### src/rtl/tag_tx_pkg.sv
// Shared types and constants for the slot-based backscatter frame transmitter.
// Define TAG_TX_CRC8_EN to append a CRC-8 over the tag ID to every frame.
package tag_tx_pkg;

  typedef enum logic [1:0] {
    IDLE   = 2'd0,
    LISTEN = 2'd1,
    TX     = 2'd2
  } tx_state_e;

  localparam logic [7:0] CRC8_POLY = 8'h07;

  localparam int PRE_BITS = 8;
  localparam int ID_BITS  = 16;
  localparam int CRC_BITS = 8;
  localparam int HDR_BITS = PRE_BITS + ID_BITS;

`ifdef TAG_TX_CRC8_EN
  localparam int FRAME_BITS = HDR_BITS + CRC_BITS;
`else
  localparam int FRAME_BITS = HDR_BITS;
`endif

endpackage

### src/rtl/tag_tx_ctrl_crc8.sv
// Bit-serial CRC-8 (poly 0x07, init 0, MSB first, no reflection, no final XOR).
// Only instantiated when TAG_TX_CRC8_EN is defined.
module crc8_serial
  import tag_tx_pkg::*;
(
  input  logic       clk,
  input  logic       rst,
  input  logic       clear,
  input  logic       shift,
  input  logic       din,
  output logic [7:0] crc
);

  logic fb;

  assign fb = crc[7] ^ din;

  always_ff @(posedge clk) begin
    if (rst || clear) begin
      crc <= 8'h00;
    end else if (shift) begin
      crc <= {crc[6:0], 1'b0} ^ ({8{fb}} & CRC8_POLY);
    end
  end

endmodule

### src/rtl/tag_tx_ctrl.sv
// Slot-timed Manchester frame transmitter: preamble, tag ID and, with
// TAG_TX_CRC8_EN defined, a trailing CRC-8 over the tag ID.
module tag_tx_ctrl
  import tag_tx_pkg::*;
#(
  parameter int         SLOT_CYCLES = 512,
  parameter int         BIT_CYCLES  = 8,
  parameter logic [7:0] PREAMBLE    = 8'hA5
) (
  input  logic      clk,
  input  logic      rst,
  input  logic      enable,
  input  logic      mac_out,
  input  logic [15:0] tag_id,
  output logic      mod_out,
  output logic      busy,
  output logic      slot_start,
  output logic      frame_done,
  output tx_state_e state_dbg
);

  localparam int SW = $clog2(SLOT_CYCLES);
  localparam int CW = $clog2(BIT_CYCLES);

  localparam logic [SW-1:0] SLOT_LAST = SW'(SLOT_CYCLES - 1);
  localparam logic [CW-1:0] CHIP_LAST = CW'(BIT_CYCLES - 1);
  localparam logic [CW-1:0] CHIP_HALF = CW'(BIT_CYCLES / 2);
  localparam logic [5:0]    BIT_LAST  = 6'(FRAME_BITS - 1);

  tx_state_e state_q, state_d;

  logic [SW-1:0]       slot_cnt_q;
  logic [CW-1:0]       chip_q, chip_d, chip_nx;
  logic [5:0]          bit_q, bit_d, bit_nx;
  logic [HDR_BITS-1:0] sr_q, sr_d;
  logic                mod_q, mod_d;
  logic                done_q, done_d;
  logic                grant, last_chip, last_bit;
  logic                cur_bit, nxt_bit;

  // slot_start is suppressed while rst is held so reset outputs read 0.
  assign slot_start = enable & ~rst & (slot_cnt_q == '0);
  assign grant      = slot_start & mac_out & (state_q == LISTEN);
  assign last_chip  = (chip_q == CHIP_LAST);
  assign last_bit   = (bit_q == BIT_LAST);
  assign chip_nx    = chip_q + CW'(1);
  assign bit_nx     = bit_q + 6'd1;

`ifdef TAG_TX_CRC8_EN
  localparam logic [5:0] ID_FIRST = 6'(PRE_BITS);
  localparam logic [5:0] ID_END   = 6'(HDR_BITS);

  logic [7:0] crc;
  logic       crc_clear, crc_shift;

  // One CRC step per ID bit, on that bit's first chip; the last step lands
  // one cycle into bit 23, well before the first CRC bit is needed.
  assign crc_clear = grant;
  assign crc_shift = (state_q == TX) && (chip_q == '0) &&
                     (bit_q >= ID_FIRST) && (bit_q < ID_END);

  crc8_serial u_crc (
    .clk   (clk),
    .rst   (rst),
    .clear (crc_clear),
    .shift (crc_shift),
    .din   (sr_q[HDR_BITS-1]),
    .crc   (crc)
  );

  // CRC bits start at index 24, a multiple of 8, so ~idx[2:0] picks MSB first.
  assign cur_bit = (bit_q  >= ID_END) ? crc[~bit_q[2:0]]  : sr_q[HDR_BITS-1];
  assign nxt_bit = (bit_nx >= ID_END) ? crc[~bit_nx[2:0]] : sr_q[HDR_BITS-2];
`else
  assign cur_bit = sr_q[HDR_BITS-1];
  assign nxt_bit = sr_q[HDR_BITS-2];
`endif

  always_ff @(posedge clk) begin
    if (rst) begin
      state_q <= IDLE;
    end else begin
      state_q <= state_d;
    end
  end

  always_comb begin
    state_d = state_q;
    if (!enable) begin
      state_d = IDLE;
    end else begin
      case (state_q)
        IDLE:    state_d = LISTEN;
        LISTEN:  if (grant) state_d = TX;
        TX:      if (last_chip && last_bit) state_d = LISTEN;
        default: state_d = IDLE;
      endcase
    end
  end

  // mod_out is registered, so this computes the chip for the next cycle.
  always_comb begin
    mod_d  = 1'b0;
    done_d = 1'b0;
    chip_d = chip_q;
    bit_d  = bit_q;
    sr_d   = sr_q;
    if (enable) begin
      if (grant) begin
        sr_d   = {PREAMBLE, tag_id};
        chip_d = '0;
        bit_d  = '0;
        mod_d  = PREAMBLE[7];
      end else if (state_q == TX) begin
        if (!last_chip) begin
          chip_d = chip_nx;
          mod_d  = (chip_nx < CHIP_HALF) ? cur_bit : ~cur_bit;
        end else if (!last_bit) begin
          chip_d = '0;
          bit_d  = bit_nx;
          sr_d   = {sr_q[HDR_BITS-2:0], 1'b0};
          mod_d  = nxt_bit;
        end else begin
          done_d = 1'b1;
        end
      end
    end
  end

  always_ff @(posedge clk) begin
    if (rst) begin
      slot_cnt_q <= '0;
      chip_q     <= '0;
      bit_q      <= '0;
      sr_q       <= '0;
      mod_q      <= 1'b0;
      done_q     <= 1'b0;
    end else begin
      if (!enable || slot_cnt_q == SLOT_LAST) begin
        slot_cnt_q <= '0;
      end else begin
        slot_cnt_q <= slot_cnt_q + SW'(1);
      end
      chip_q <= chip_d;
      bit_q  <= bit_d;
      sr_q   <= sr_d;
      mod_q  <= mod_d;
      done_q <= done_d;
    end
  end

  assign mod_out    = mod_q;
  assign frame_done = done_q;
  assign busy       = (state_q == TX);
  assign state_dbg  = state_q;

endmodule

### config.mk
export PLATFORM = sky130hd
export DESIGN_NAME = tag_tx_ctrl
export DESIGN_NICKNAME = d
export VERILOG_FILES = /design/src/rtl/tag_tx_pkg.sv /design/src/rtl/tag_tx_ctrl_crc8.sv /design/src/rtl/tag_tx_ctrl.sv
export SDC_FILE = /design/constraint.sdc
export NUM_CORES = 1
export LEC_CHECK = 0
export CAP_MARGIN = 40
export CELL_PAD_IN_SITES_DETAIL_PLACEMENT = 1
export CELL_PAD_IN_SITES_GLOBAL_PLACEMENT = 2
export CORE_ASPECT_RATIO = 1.1
export CORE_UTILIZATION = 30
export CTS_BUF_LIST = sky130_fd_sc_hd__clkbuf_4 sky130_fd_sc_hd__clkbuf_8 sky130_fd_sc_hd__clkbuf_16
export CTS_CLUSTER_DIAMETER = 200
export DETAILED_ROUTE_END_ITERATION = 7
export GPL_TIMING_DRIVEN = 0
export PLACE_DENSITY_LB_ADDON = 0.1
export RECOVER_POWER = 25
export SYNTH_ARGS = -nofsm -noshare
export SYNTH_HDL_FRONTEND = slang
export SYNTH_HIERARCHICAL = 1
export SYNTH_SLANG_ARGS = --single-unit
### constraint.sdc
create_clock -name clk -period 1.6 [get_ports clk]
set_input_delay 0.24 -clock clk [delete_from_list [all_inputs] [get_ports clk]]
set_output_delay 0.24 -clock clk [all_outputs]
set_load 0.1 [all_outputs]
Yosys cells after proc, flatten, opt, wreduce, memory -nomap -nowiden
Cells that the tools add are included.
Word-level totals
  bits in registers: 46
  input port bits: 20
  output and inout bits: 6
  logic and storage cells: 63
Cells by class
  add/sub/neg operators: 3
  $lt $le $gt $ge: 1
  equality and inequality tests: 9
  mux-type cells: 21
  bitwise logic cells: 9
  reductions and logical operators: 13
Operators with widths (count)
  24-bit two-way mux: 4
  6-bit two-way mux: 4
  3-bit two-way mux: 4
  9-bit by 1-bit adder with 9-bit output, second input constant: 1
  9-bit equality test, second input constant: 1
  9-bit logical NOT: 1
  6-bit by 1-bit adder with 6-bit output, second input constant: 1
  6-bit by 5-bit equality test with 1-bit output, second input constant: 1
  1-bit two-way mux: 6
  2-bit case mux with 3 select lines: 1
  1-bit NOT: 5
  5-bit OR reduction: 1
  1-bit bitwise AND: 4
  2-bit two-way mux: 2
  2-bit inequality test, second input constant: 2
  4-bit AND reduction: 1
  2-bit nonzero test: 2
  2-bit OR reduction: 2
  3-bit by 1-bit adder with 3-bit output, second input constant: 1
  3-bit equality test, second input constant: 1
  3-bit < comparator, second input constant: 1
  3-bit inequality test, second input constant: 1
  3-bit AND reduction: 1
  2-bit by 1-bit equality test with 1-bit output, second input constant: 1
  7 further kinds: 7

Depth between registers and ports, before layout
  word-level depth: 7
  gate-level depth with buffers: 8
  mapped depth without buffers: 6

Worst setup path after synthesis
Ideal clock, no wire load.
  path type: register -> register
  from: register state_q[1], in the netlist state_dbg[1]
  to: register chip_q[0]
  setup time: 132 ps
  arrival: 3054 ps
  slack: -1586 ps
  cell stages (with the launch flop): 5
  path buffers: 0
  period minus slack after synthesis: 3186 ps
  path through: dfxtp_1 nor2b_1 o31a_1 o21ai_1 mux2i_1
Between the ends
  elaborated cells between the ends (all ways): 7
RTL lines
  from (decl): line tag_tx_ctrl.sv:30  | tx_state_e state_q, state_d;
  from (signal assigned): line tag_tx_ctrl.sv:83  | state_q <= state_d;
  2-bit equality test
  net busy: line tag_tx_ctrl.sv:16  | output logic busy,
  2-bit nonzero test (no source line)
  3-bit AND reduction (no source line)
  to (signal assigned): line tag_tx_ctrl.sv:144  | chip_q <= chip_d;
  to (decl): line tag_tx_ctrl.sv:33  | logic [CW-1:0] chip_q, chip_d, chip_nx;
The timed path passes the listed nets, and every way through them passes these cells.
A chain may end at the register's enable or synchronous reset.

Final worst setup path
  from: register slot_cnt_q[0]
  to: register sr_q[1]
Between the ends
  longest elaborated chain between the ends: 6
  elaborated cells between the ends (all ways): 9
RTL lines
  from (decl): line tag_tx_ctrl.sv:32  | logic [SW-1:0] slot_cnt_q;
  from (signal assigned): line tag_tx_ctrl.sv:142  | slot_cnt_q <= slot_cnt_q + SW'(1);
  9-bit logical NOT (*): line tag_tx_ctrl.sv:42  | assign slot_start = enable & ~rst & (slot_cnt_q == '0);
  1-bit bitwise AND (*): line tag_tx_ctrl.sv:42
  1-bit bitwise AND (*) (2 in series): line tag_tx_ctrl.sv:43  | assign grant = slot_start & mac_out & (state_q == LISTEN);
  2-bit inequality test (no source line) or 2-bit nonzero test (tied branches)
  4-bit AND reduction (no source line)
  to (signal assigned): line tag_tx_ctrl.sv:146  | sr_q <= sr_d;
  to (decl): line tag_tx_ctrl.sv:35  | logic [HDR_BITS-1:0] sr_q, sr_d;
Every way passes the cells marked *; elsewhere a longest branch is shown, timed or not.

==> reports/metrics.csv <==
stage,metric,value,unit
run_status,outcome,"complete, but fails checks",
run_status,failed_checks,setup timing,
synthesis,mapped_avg_cell_area,9.224,sq um
floorplan,fp.dieH,93.95,um
floorplan,placementRows,33,
sta,final_min_period_over_clock_period,115.6,%
synthesis,synth_fp_nets,276,
finish,fill_cells,829,
synthesis,xor_xnor_share_of_the_synthesized_area,1.899,%
hold_path,holdCritPathClass,reg2reg,
pwr,max-vdd-ir-drop,0.3486,mV
floorplan,core_footprint,7432,sq um
synthesis,yosys.area_share.adder,3.256,%
sta,fin_worst_hold_slack,0.4691,ns
sta,max_clock_freq,540.4,MHz
synthesis,ys_ff_latch,46,
synthesis,synth_flop_cell,dfxtp_1,
clock_tree,post_cts_hold_buffer_count,0,
sta,max_slew_margin,58.36,%
clock_tree,cts_buffer_depth,2,
clock_tree,htree_num_levels,2,
synthesis,number_of_flops_mapped_to_enable_cells_by_yosys,0,
detailed_routing,antenna_left,0,
detailed_routing,wirelength,6979,um
placed_design,globalplace.congestion,0.7002,
synthesis,main_combinational_cell_family_by_area_after_synthesis,compound AO/OA/AOI/OAI gates,
synthesis,yosys.area_share.simple,19.53,%
sta,fin_setup_tns,-6.147,ns
finish,syn2layout_area_growth,54.69,%
synthesis,post_synth_design_cell_area,2306,sq um
sta,min_period,1.850,ns
sta,hold_viol_final,0,
sta,worst_slew_pin_slew,0.6247,ns
detailed_routing,initialDrtViolationCount,83,
detailed_routing,drc,0,
sta,timing.final.ws_setup,-0.2504,ns
floorplan,floorplan.die_area,8041,sq um
setup_path,worst_setup_path_start_kind,register,
sta,fin_skew,0.008825,ns
synthesis,compound_gate_portion_of_the_synthesized_area,20.67,%
clock_tree,root_buffer,clkbuf_8,
synthesis,yosys-mux-area-fraction,7.813,%
finish,nNetsFinal,349,
synthesis,ys_async_sr_fraction,0,%
synthesis,synth-seq-area-share,39.93,%
placed_design,placement.io_buffers,25,
grt,grt_pass1_vias,2294,
finish,post_route_cells_drive_above_1_share,37.65,%
detailed_routing,via_count,2154,
floorplan,initial_cell_density_of_the_core,31.03,%
sta,max_slew_violation_total_from_the_final_report,0,
placed_design,hpwlAfterDp,4483,um
synthesis,yosys.cell_types.count,45,
flow_run,number_of_max_cap_violations,0,
grt,grt_max_degree,17,
pwr,p_leak,1.294,nW
clock_tree,cts_tree,yes,
finish,finalCoreUtilization,48.00,%
synthesis,yosys_warnings,6,
clock_tree,worst_setup_hold_path_clk_slew,0.10,ns
detailed_routing,avgViaCountPerCell,5.241,
clock_tree,insertion_delay,0.31,ns
setup_path,timing.setup.critical_path_class,reg2reg,
floorplan,floorplan.io_pins,26,
finish,insertedDiodeCount,0,
setup_path,critical_path_arrival,2.06,ns
synthesis,synth_cells,250,
clock_tree,clkSinkCount,46,
detailed_routing,drt_first_pass_iters,4,
floorplan,die_x,85.59,um
setup_path,critPathMaxFanout,7,
grt,all_layer_global_routing_usage,18.55,%
clock_tree,tritoncts.num_buffers,5,
placed_design,place_ws,-0.8457,ns
sta,setup_viol_count_final,36,
detailed_routing,avgRoutedWirePerCell,16.98,um
grt,global_route.overflow_total,0,
grt,wire_length_of_the_first_global_routing_pass,11570,um
pwr,power_per_cell_area,610.5,nW/um^2
setup_path,worstSetupEndpointType,register,
sta,grt_setup_unrepaired,yes,
setup_path,required_time_worst_endpoint,1.81,ns
grt,grt_antenna_before_repair,0,
## sequential cells by signal, summed over array words and instances, names as in the netlist
signal and count:
state_dbg 2, frame_done 1, mod_out 1, bit_q 6, sr_q 24, chip_q 3, slot_cnt_q 9
## stage by stage
| stage | cells | cell area (sq um) | total power, mW |
|---|---|---|---|
| floorplan | 250 | 2364 | 1.277 |
| global placement | 362 | 2723 | 1.365 |
| detailed placement | 368 | 2813 | 1.377 |
| CTS | 404 | 3331 | 2.208 |
| global route | 411 | 3567 | 2.278 |
| finish | 411 | 3567 | 2.178 |
## synth_stat cells, types with 4 or more instances
| cell | number | area, sq um |
|---|---|---|
| or3_1 | 4 | 25.02 |
| a21oi_1 | 4 | 20.02 |
| nor2_1 | 13 | 48.80 |
| nand2_1 | 12 | 45.04 |
| mux2i_1 | 18 | 180.2 |
| buf_2 | 4 | 20.02 |
| o21ai_1 | 11 | 55.05 |
| nand3_1 | 7 | 35.03 |
| inv_1 | 18 | 67.56 |
| ha_1 | 6 | 75.07 |
| clkbuf_1 | 9 | 33.78 |
| and3_1 | 17 | 106.4 |
| o21ai_0 | 13 | 65.06 |
| a41oi_1 | 15 | 131.4 |
| o221a_2 | 4 | 45.04 |
| o32ai_1 | 4 | 35.03 |
| dfxtp_1 | 46 | 920.9 |
## worst paths after layout
| kind | start | endpoint | slack, ns | cells after the start |
|---|---|---|---|---|
| hold reg to reg | sr_q[21]$_SDFFE_PP0P_ | sr_q[22]$_SDFFE_PP0P_ | 0.47 | 2 |
| hold / removal | sr_q[21]$_SDFFE_PP0P_ | sr_q[22]$_SDFFE_PP0P_ | 0.47 | 2 |
| setup reg to reg | slot_cnt_q[0]$_SDFF_PP0_ | sr_q[1]$_SDFFE_PP0P_ | -0.25 | 9 |
| setup / recovery | slot_cnt_q[0]$_SDFF_PP0_ | sr_q[1]$_SDFFE_PP0P_ | -0.25 | 9 |
## cells in the final DEF, fill, tap and decap left out, types with 3 or more instances in the layout
| master | count |
|---|---|
| dlygate4sd2_1 | 5 |
| xnor2_1 | 3 |
| clkdlybuf4s50_1 | 17 |
| mux2i_1 | 14 |
| a21oi_1 | 4 |
| nand2_1 | 12 |
| o221a_2 | 4 |
| o21ai_2 | 13 |
| a41oi_2 | 11 |
| o32ai_1 | 4 |
| buf_12 | 11 |
| nand4_1 | 3 |
| mux2i_2 | 3 |
| o21ai_0 | 5 |
| buf_6 | 7 |
| and3_1 | 16 |
| clkbuf_1 | 7 |
| or3_1 | 3 |
| buf_4 | 28 |
| clkbuf_8 | 6 |
| dfxtp_1 | 38 |
| inv_1 | 16 |
| ha_4 | 4 |
| dfxtp_2 | 5 |
| dfxtp_4 | 3 |
| nor2_1 | 12 |
| nand3_1 | 7 |
| o21ai_1 | 5 |
| a41oi_1 | 4 |
## final cells by class
class	count	area (sq um)	share of cell area, %
Timing Repair Buffer	67	714.4	20.03
Multi-Input combinational cell	170	1510	42.34
Sequential cell	46	938.4	26.31
Buffer	15	133.9	3.753
Inverter	18	67.56	1.894
Clock buffer	5	68.82	1.929
Clock inverter	3	25.02	0.7015
Tap cell	87	108.9	3.052
## power by group
part           internal, mW  switching, mW  total [mW]
clock                 0.316          0.458       0.774
combinational         0.123          0.127       0.250
sequential             1.15        0.00671        1.15
total                  1.59          0.592        2.18
## kinds of logic (layout without fill, tap and decap cells)
kind of cell	after synthesis	count (layout)
compound gates	66	66
xor+xnor	5	5
fa+ha+maj	6	6
buf+inv	34	108
flops	46	46
mux	18	18
simple gates	75	75
## metal layers
layer  vias to the layer above  global-route usage (%)  share of wire [%]
met1                      1050                   22.92                 45
li1                       1080                       -                  -
met3                         7                   2.900                1.5
met4                         0                   5.694                1.1
met5                         -                       0                  0
met2                        17                   32.93                 52
## worst max-delay path, cell delays in order, from the launching register on
cell	delay, ns
dfxtp_2	0.33
inv_2	0.06
ha_4	0.12
nor4b_4	0.23
buf_4	0.18
and4_4	0.25
buf_12	0.14
buf_12	0.13
mux2i_1	0.23
o21ai_2	0.08
## timing repair
action,CTS,global route
pin swaps,13,16
setup buffers,30,6
endpoints found under the setup margin,50,46
hold endpoints to repair,0,0
cloned,2,1
gates resized for setup,49,36
(Power assumes the default switching activity.)
